## src/rtl/int_sop_accum_n.sv

```systemverilog
// N-lane integer sum-of-products accumulator with optional saturation and a cascade chain.
// Three fixed stages: operand capture, lane products, accumulate with range check.
module int_sop_accum_n #(
  parameter int unsigned LANES    = 4,
  parameter int unsigned A_W      = 9,
  parameter int unsigned B_W      = 9,
  parameter int unsigned ACC_W    = 64,
  parameter bit          SATURATE = 1'b1
) (
  input  logic                   clk,
  input  logic                   reset,
  input  logic                   in_valid,
  input  logic                   acc_clear,
  input  logic                   acc_last,
  input  logic                   signed_mode,
  input  logic                   chain_en,
  input  logic [LANES*A_W-1:0]   a,
  input  logic [LANES*B_W-1:0]   b,
  input  logic [ACC_W-1:0]       chainin,
  output logic                   out_valid,
  output logic [ACC_W-1:0]       result,
  output logic [ACC_W-1:0]       chainout,
  output logic                   overflow
);

  localparam int unsigned EW = ACC_W + 2;
  localparam int unsigned PW = A_W + B_W + 2;

  if (ACC_W < A_W + B_W + $clog2(LANES)) begin : g_width_check
    $error("ACC_W too narrow for A_W + B_W + clog2(LANES)");
  end

  // Group mode is latched as clear beats enter, so every beat carries its own mode downstream.
  logic mode_q;
  logic in_signed;
  assign in_signed = acc_clear ? signed_mode : mode_q;

  logic                 s1_valid, s1_clear, s1_last, s1_signed, s1_chain_en;
  logic [LANES*A_W-1:0] s1_a;
  logic [LANES*B_W-1:0] s1_b;
  logic [ACC_W-1:0]     s1_chainin;

  logic                 s2_valid, s2_clear, s2_last, s2_signed, s2_chain_en;
  logic [ACC_W-1:0]     s2_chainin;
  logic signed [EW-1:0] s2_prod [LANES];
  logic signed [EW-1:0] prod_d  [LANES];

  logic [ACC_W-1:0] acc_q;
  logic             sticky_q;

  always_comb begin
    for (int i = 0; i < LANES; i++) begin
      logic signed [A_W:0]  ax;
      logic signed [B_W:0]  bx;
      logic signed [PW-1:0] p;
      ax = {s1_signed & s1_a[i*A_W + A_W - 1], s1_a[i*A_W +: A_W]};
      bx = {s1_signed & s1_b[i*B_W + B_W - 1], s1_b[i*B_W +: B_W]};
      p = PW'(ax) * PW'(bx);
      prod_d[i] = EW'(p);
    end
  end

  logic signed [EW-1:0] lane_sum, acc_ext, chain_ext, base, raw;
  logic [ACC_W-1:0]     sat_val, acc_next;
  logic                 ovf, sticky_next;

  always_comb begin
    lane_sum = '0;
    for (int i = 0; i < LANES; i++) begin
      lane_sum = lane_sum + s2_prod[i];
    end
    acc_ext   = s2_signed ? {{2{acc_q[ACC_W-1]}}, acc_q} : {2'b00, acc_q};
    chain_ext = s2_signed ? {{2{s2_chainin[ACC_W-1]}}, s2_chainin} : {2'b00, s2_chainin};
    base      = s2_clear ? (s2_chain_en ? chain_ext : '0) : acc_ext;
    raw       = base + lane_sum;
    if (s2_signed) begin
      // In range only when the guard bits all match the result sign bit.
      ovf     = !((&raw[EW-1:ACC_W-1]) || !(|raw[EW-1:ACC_W-1]));
      sat_val = raw[EW-1] ? {1'b1, {(ACC_W-1){1'b0}}} : {1'b0, {(ACC_W-1){1'b1}}};
    end else begin
      ovf     = |raw[EW-1:ACC_W];
      sat_val = raw[EW-1] ? '0 : '1;
    end
    acc_next    = (ovf && SATURATE) ? sat_val : raw[ACC_W-1:0];
    sticky_next = s2_clear ? ovf : (sticky_q | ovf);
  end

  always_ff @(posedge clk) begin
    if (reset) begin
      mode_q      <= 1'b1;
      s1_valid    <= 1'b0;
      s1_clear    <= 1'b0;
      s1_last     <= 1'b0;
      s1_signed   <= 1'b1;
      s1_chain_en <= 1'b0;
      s1_a        <= '0;
      s1_b        <= '0;
      s1_chainin  <= '0;
      s2_valid    <= 1'b0;
      s2_clear    <= 1'b0;
      s2_last     <= 1'b0;
      s2_signed   <= 1'b1;
      s2_chain_en <= 1'b0;
      s2_chainin  <= '0;
      s2_prod     <= '{default: '0};
      acc_q       <= '0;
      sticky_q    <= 1'b0;
      result      <= '0;
      overflow    <= 1'b0;
      out_valid   <= 1'b0;
    end else begin
      if (in_valid && acc_clear) mode_q <= signed_mode;
      s1_valid <= in_valid;
      if (in_valid) begin
        s1_clear    <= acc_clear;
        s1_last     <= acc_last;
        s1_signed   <= in_signed;
        s1_chain_en <= chain_en;
        s1_a        <= a;
        s1_b        <= b;
        s1_chainin  <= chainin;
      end
      s2_valid <= s1_valid;
      if (s1_valid) begin
        s2_clear    <= s1_clear;
        s2_last     <= s1_last;
        s2_signed   <= s1_signed;
        s2_chain_en <= s1_chain_en;
        s2_chainin  <= s1_chainin;
        s2_prod     <= prod_d;
      end
      out_valid <= s2_valid && s2_last;
      if (s2_valid) begin
        acc_q    <= acc_next;
        sticky_q <= sticky_next;
        if (s2_last) begin
          result   <= acc_next;
          overflow <= sticky_next;
        end
      end
    end
  end

  assign chainout = acc_q;

endmodule

```

## config.mk

```make
export PLATFORM = sky130hd
export DESIGN_NAME = int_sop_accum_n
export DESIGN_NICKNAME = d
export VERILOG_FILES = /design/src/rtl/int_sop_accum_n.sv
export SDC_FILE = /design/constraint.sdc
export NUM_CORES = 2
export LEC_CHECK = 0
export BUFFER_PORTS_ARGS = -buffer_cell sky130_fd_sc_hd__buf_2
export CORE_ASPECT_RATIO = 0.9
export CORE_MARGIN = 2
export CORE_UTILIZATION = 60
export CTS_CLUSTER_DIAMETER = 150
export DETAILED_ROUTE_END_ITERATION = 8
export PLACE_DENSITY = 0.79
export REMOVE_ABC_BUFFERS = 1
export SLEW_MARGIN = 20
export SYNTH_ARGS = -nofsm -noshare
export SYNTH_HDL_FRONTEND = slang
export SYNTH_SLANG_ARGS = --single-unit
```

## constraint.sdc

```tcl
create_clock -name clk -period 8.7 [get_ports clk]
set_input_delay 1.305 -clock clk [delete_from_list [all_inputs] [get_ports clk]]
set_output_delay 1.305 -clock clk [all_outputs]
set_load 0.02 [all_outputs]
```

==> impl_metrics.json <==
{
  "status": "completed",
  "arrival_ns": 7.85,
  "synth_edf_count": 0,
  "routed_wl_um": 94600,
  "initial_core_util_pct": 60.3,
  "stdcell_count": 5307,
  "async_reset_ff_share_pct": 0,
  "die_width_um": 271,
  "place.gp.congestion": 0.941,
  "grt_pass1_vias": 29600,
  "fin_nets": 5289,
  "io_buffers": 272,
  "grt-ovfl-total": 0,
  "vias": 29700,
  "min_path_cells": 2,
  "clk-insertion-delay-late_ns": 0.61,
  "yosysTopAreaCell": "fa_1",
  "cts-resized-gates": 0,
  "cp_cell_sequence": "inv_1 > fa_1 > fa_4 > fa_1 > inv_1 > ha_1 > a21oi_1 > o21ai_0 > a221oi_1 > a21oi_1 > nand2_1 > nand3b_1 > a41oi_1 > mux2_2 > or3_2 > a41o_2 > buf_4 > a211oi_1",
  "crit_family": "adder cells",
  "final_layout_size_suffix_gt1_share_pct": 10.5,
  "final_hold_viol_count": 0,
  "root_buffer": "clkbuf_16",
  "cellLeakagePower_uw": 0.0200,
  "path_class": "flip-flop to flip-flop",
  "rsz0062_at_grt": "no",
  "dp_slack_ns": 1.52,
  "synthesis.area_um2": 38500,
  "antenna_found_initial": 2,
  "required_ns": 9.20,
  "worst_slack_ns": 1.35,
  "clock_sinks": 422,
  "ys.flop_type": "dfxtp_1",
  "yosysTopAreaCellShare_pct": 24.4,
  "slowest_delay_ns": 1.35,
  "end_kind": "flip-flop",
  "row_count": 88,
  "yosysWarnings": 0,
  "relSlewSlack_pct": 27.7,
  "crit_fanout": 53,
  "dr.pass1.iters": 7,
  "post-route-min-period_ns": 7.35,
  "path_clk_slew_ns": 0.06,
  "peakVddDrop_mv": 0.150,
  "max_freq_ghz": 0.136,
  "finalCritPeriodShare_pct": 84.5,
  "place_inst": 5219,
  "grt_use_total_pct": 28.8,
  "drtIter0Drc": 2257,
  "ff2ff_path_depth": 18,
  "postRouteAntennaNets": 0,
  "fp.dieArea_um2": 66100,
  "critPathSlowestCell": "fa_4",
  "worstMarginPinSlew_ns": 1.09,
  "cap_violations": 0,
  "cts_hold_buf": 0,
  "synth_seq_cells": 422,
  "syn_area_per_cell_um2": 8.94,
  "ioPinCount": 273,
  "cts_made_buffers": 47,
  "synth_cell_types": 78,
  "power.density_nw_per_um2": 164,
  "ys_seq_area_share_pct": 22.0,
  "total_power_uw": 6830,
  "postSynthCellCount": 4304,
  "routedWlPerCell_um": 17.8,
  "crit_cells": 18,
  "skew_ns": 0.0253,
  "hold_class": "flip-flop to flip-flop",
  "ys_top_cells_by_area": "fa_1 (24%), dfxtp_1 (22%), ha_1 (8.6%), mux2i_1 (7.1%), inv_1 (6.9%)",
  "grt_pass1_wl_um": 155000,
  "utilization_pct": 65.5,
  "cts_buffer_depth": 3,
  "grt_max_degree": 99,
  "area_delta_synth_final_pct": 8.52,
  "finalMaxSlewViolations": 0,
  "cts_tree": "done",
  "fp.coreArea_um2": 63800,
  "die_y_um": 244,
  "cp-start-kind": "flip-flop",
  "cts_max_level": 2,
  "path_buf_inv": 3,
  "hpwlAfterDp_um": 72600,
  "drc_errors": 0,
  "finalSetupViolations": 0,
  "postCtsSetupBuffers": 0,
  "viasPerCell": 5.59
}
[final cells by class]
cell class                      count  area (um2)
Sequential cell                   422        8460
Tap cell                          855        1070
Antenna cell                        2        5.00
Clock inverter                     22         245
Inverter                          710        2670
Clock buffer                       64        1350
Timing Repair Buffer              292        1540
Fill cell                        5234       22000
Multi-Input combinational cell   2940       26400
[registers in the layout, indices dropped and copies added (netlist names), 36 cells and up]
| signal | flops |
|---|---|
| s1_a | 36 |
| chainout | 64 |
| s1_chainin | 64 |
| s2_chainin | 64 |
| result | 64 |
| s2_prod | 80 |
| s1_b | 36 |
[metal layers]
metal	GRT usage [%]	vias to the layer above	wire length, um
met5	0	-	13
met4	8.47	2	2690
li1	-	14000	-
met2	46.5	890	43900
met1	40.8	14600	42200
met3	3.49	166	5840
[report_power, final]
group | total, uW | switching (uW) | internal (uW)
Combinational | 2580 | 1660 | 929
Clock | 2060 | 873 | 1190
Sequential | 2180 | 146 | 2040
Total | 6830 | 2680 | 4150
[worst register-to-register path, stage by stage (launching register included)]
cell and delay (ns):
dfxtp_1 0.33, inv_1 0.06, fa_1 0.51, fa_4 1.35, fa_1 0.58, inv_1 0.07, ha_1 0.31, a21oi_1 0.21
o21ai_0 0.13, a221oi_1 0.66, a21oi_1 0.24, nand2_1 0.13, nand3b_1 0.10, a41oi_1 0.29, mux2_2 0.41, or3_2 0.66
a41o_2 0.40, buf_4 0.38, a211oi_1 0.41
[per-stage QoR]
stage / setup TNS (ns) / hold slack [ns] / area, um2
detailed placement: 0 / 0.459 / 40100
floorplan: -7.09 / 0.439 / 37500
global placement: 0 / 0.456 / 40100
CTS: 0 / 0.475 / 41700
finish: 0 / 0.479 / 41700
global route: 0 / 0.498 / 41700
[path summary, 6_finish.rpt]
check	startpoint	end	slack [ns]
max	s2_prod[19]$_SDFFE_PP0P_	result[3]$_SDFFE_PP0P_	1.35
min	s2_prod[84]$_SDFFE_PP0P_	s2_prod[84]$_SDFFE_PP0P_	0.48
max reg2reg	s2_prod[19]$_SDFFE_PP0P_	result[3]$_SDFFE_PP0P_	1.35
min reg2reg	s2_prod[84]$_SDFFE_PP0P_	s2_prod[84]$_SDFFE_PP0P_	0.48
[Yosys cell counts, drive strengths merged (19+ instances only)]
master	n
a211oi	128
a21o	42
a21oi	235
and2	183
and3	28
buf	36
clkbuf	196
dfxtp	422
fa	469
ha	264
inv	709
mux2i	273
nand2	275
nand2b	19
nand3	27
nand4	26
nor2	461
nor2b	65
nor3	22
o21ai	86
o21bai	28
or2	22
xnor2	115
xor2	33
[layout by cell type, fill, tap and decap left out, types with 28 or more instances in the layout]
cell type and n:
buf_2 270, fa_1 468, mux2i_1 273, o21ai_0 77
nor2_1 461, and3_1 28, a211oi_1 78, inv_1 708
a211oi_2 50, ha_1 264, nor2b_1 65, a21o_1 42
xor2_1 33, xnor2_1 115, and2_1 177, a21oi_1 234
nand2_1 275, clkbuf_16 49, o21bai_1 28, dfxtp_1 419
[kinds of logic (layout without fill, tap and decap cells)]
group / after synthesis / after routing / share of synthesized area (%)
XOR/XNOR: 148 / 148 / 3.37
AND/OR/NAND/NOR: 1153 / 1153 / 13.9
other: 0 / 2 / 0
AO/OA/AOI/OAI: 631 / 631 / 11.1
flip-flops: 422 / 422 / 22.0
multiplexers: 275 / 275 / 7.16
adder cells (fa/ha/maj): 733 / 733 / 33.0
buffers and inverters: 942 / 1088 / 9.47
Note: power is estimated with default switching activity, not from simulation.
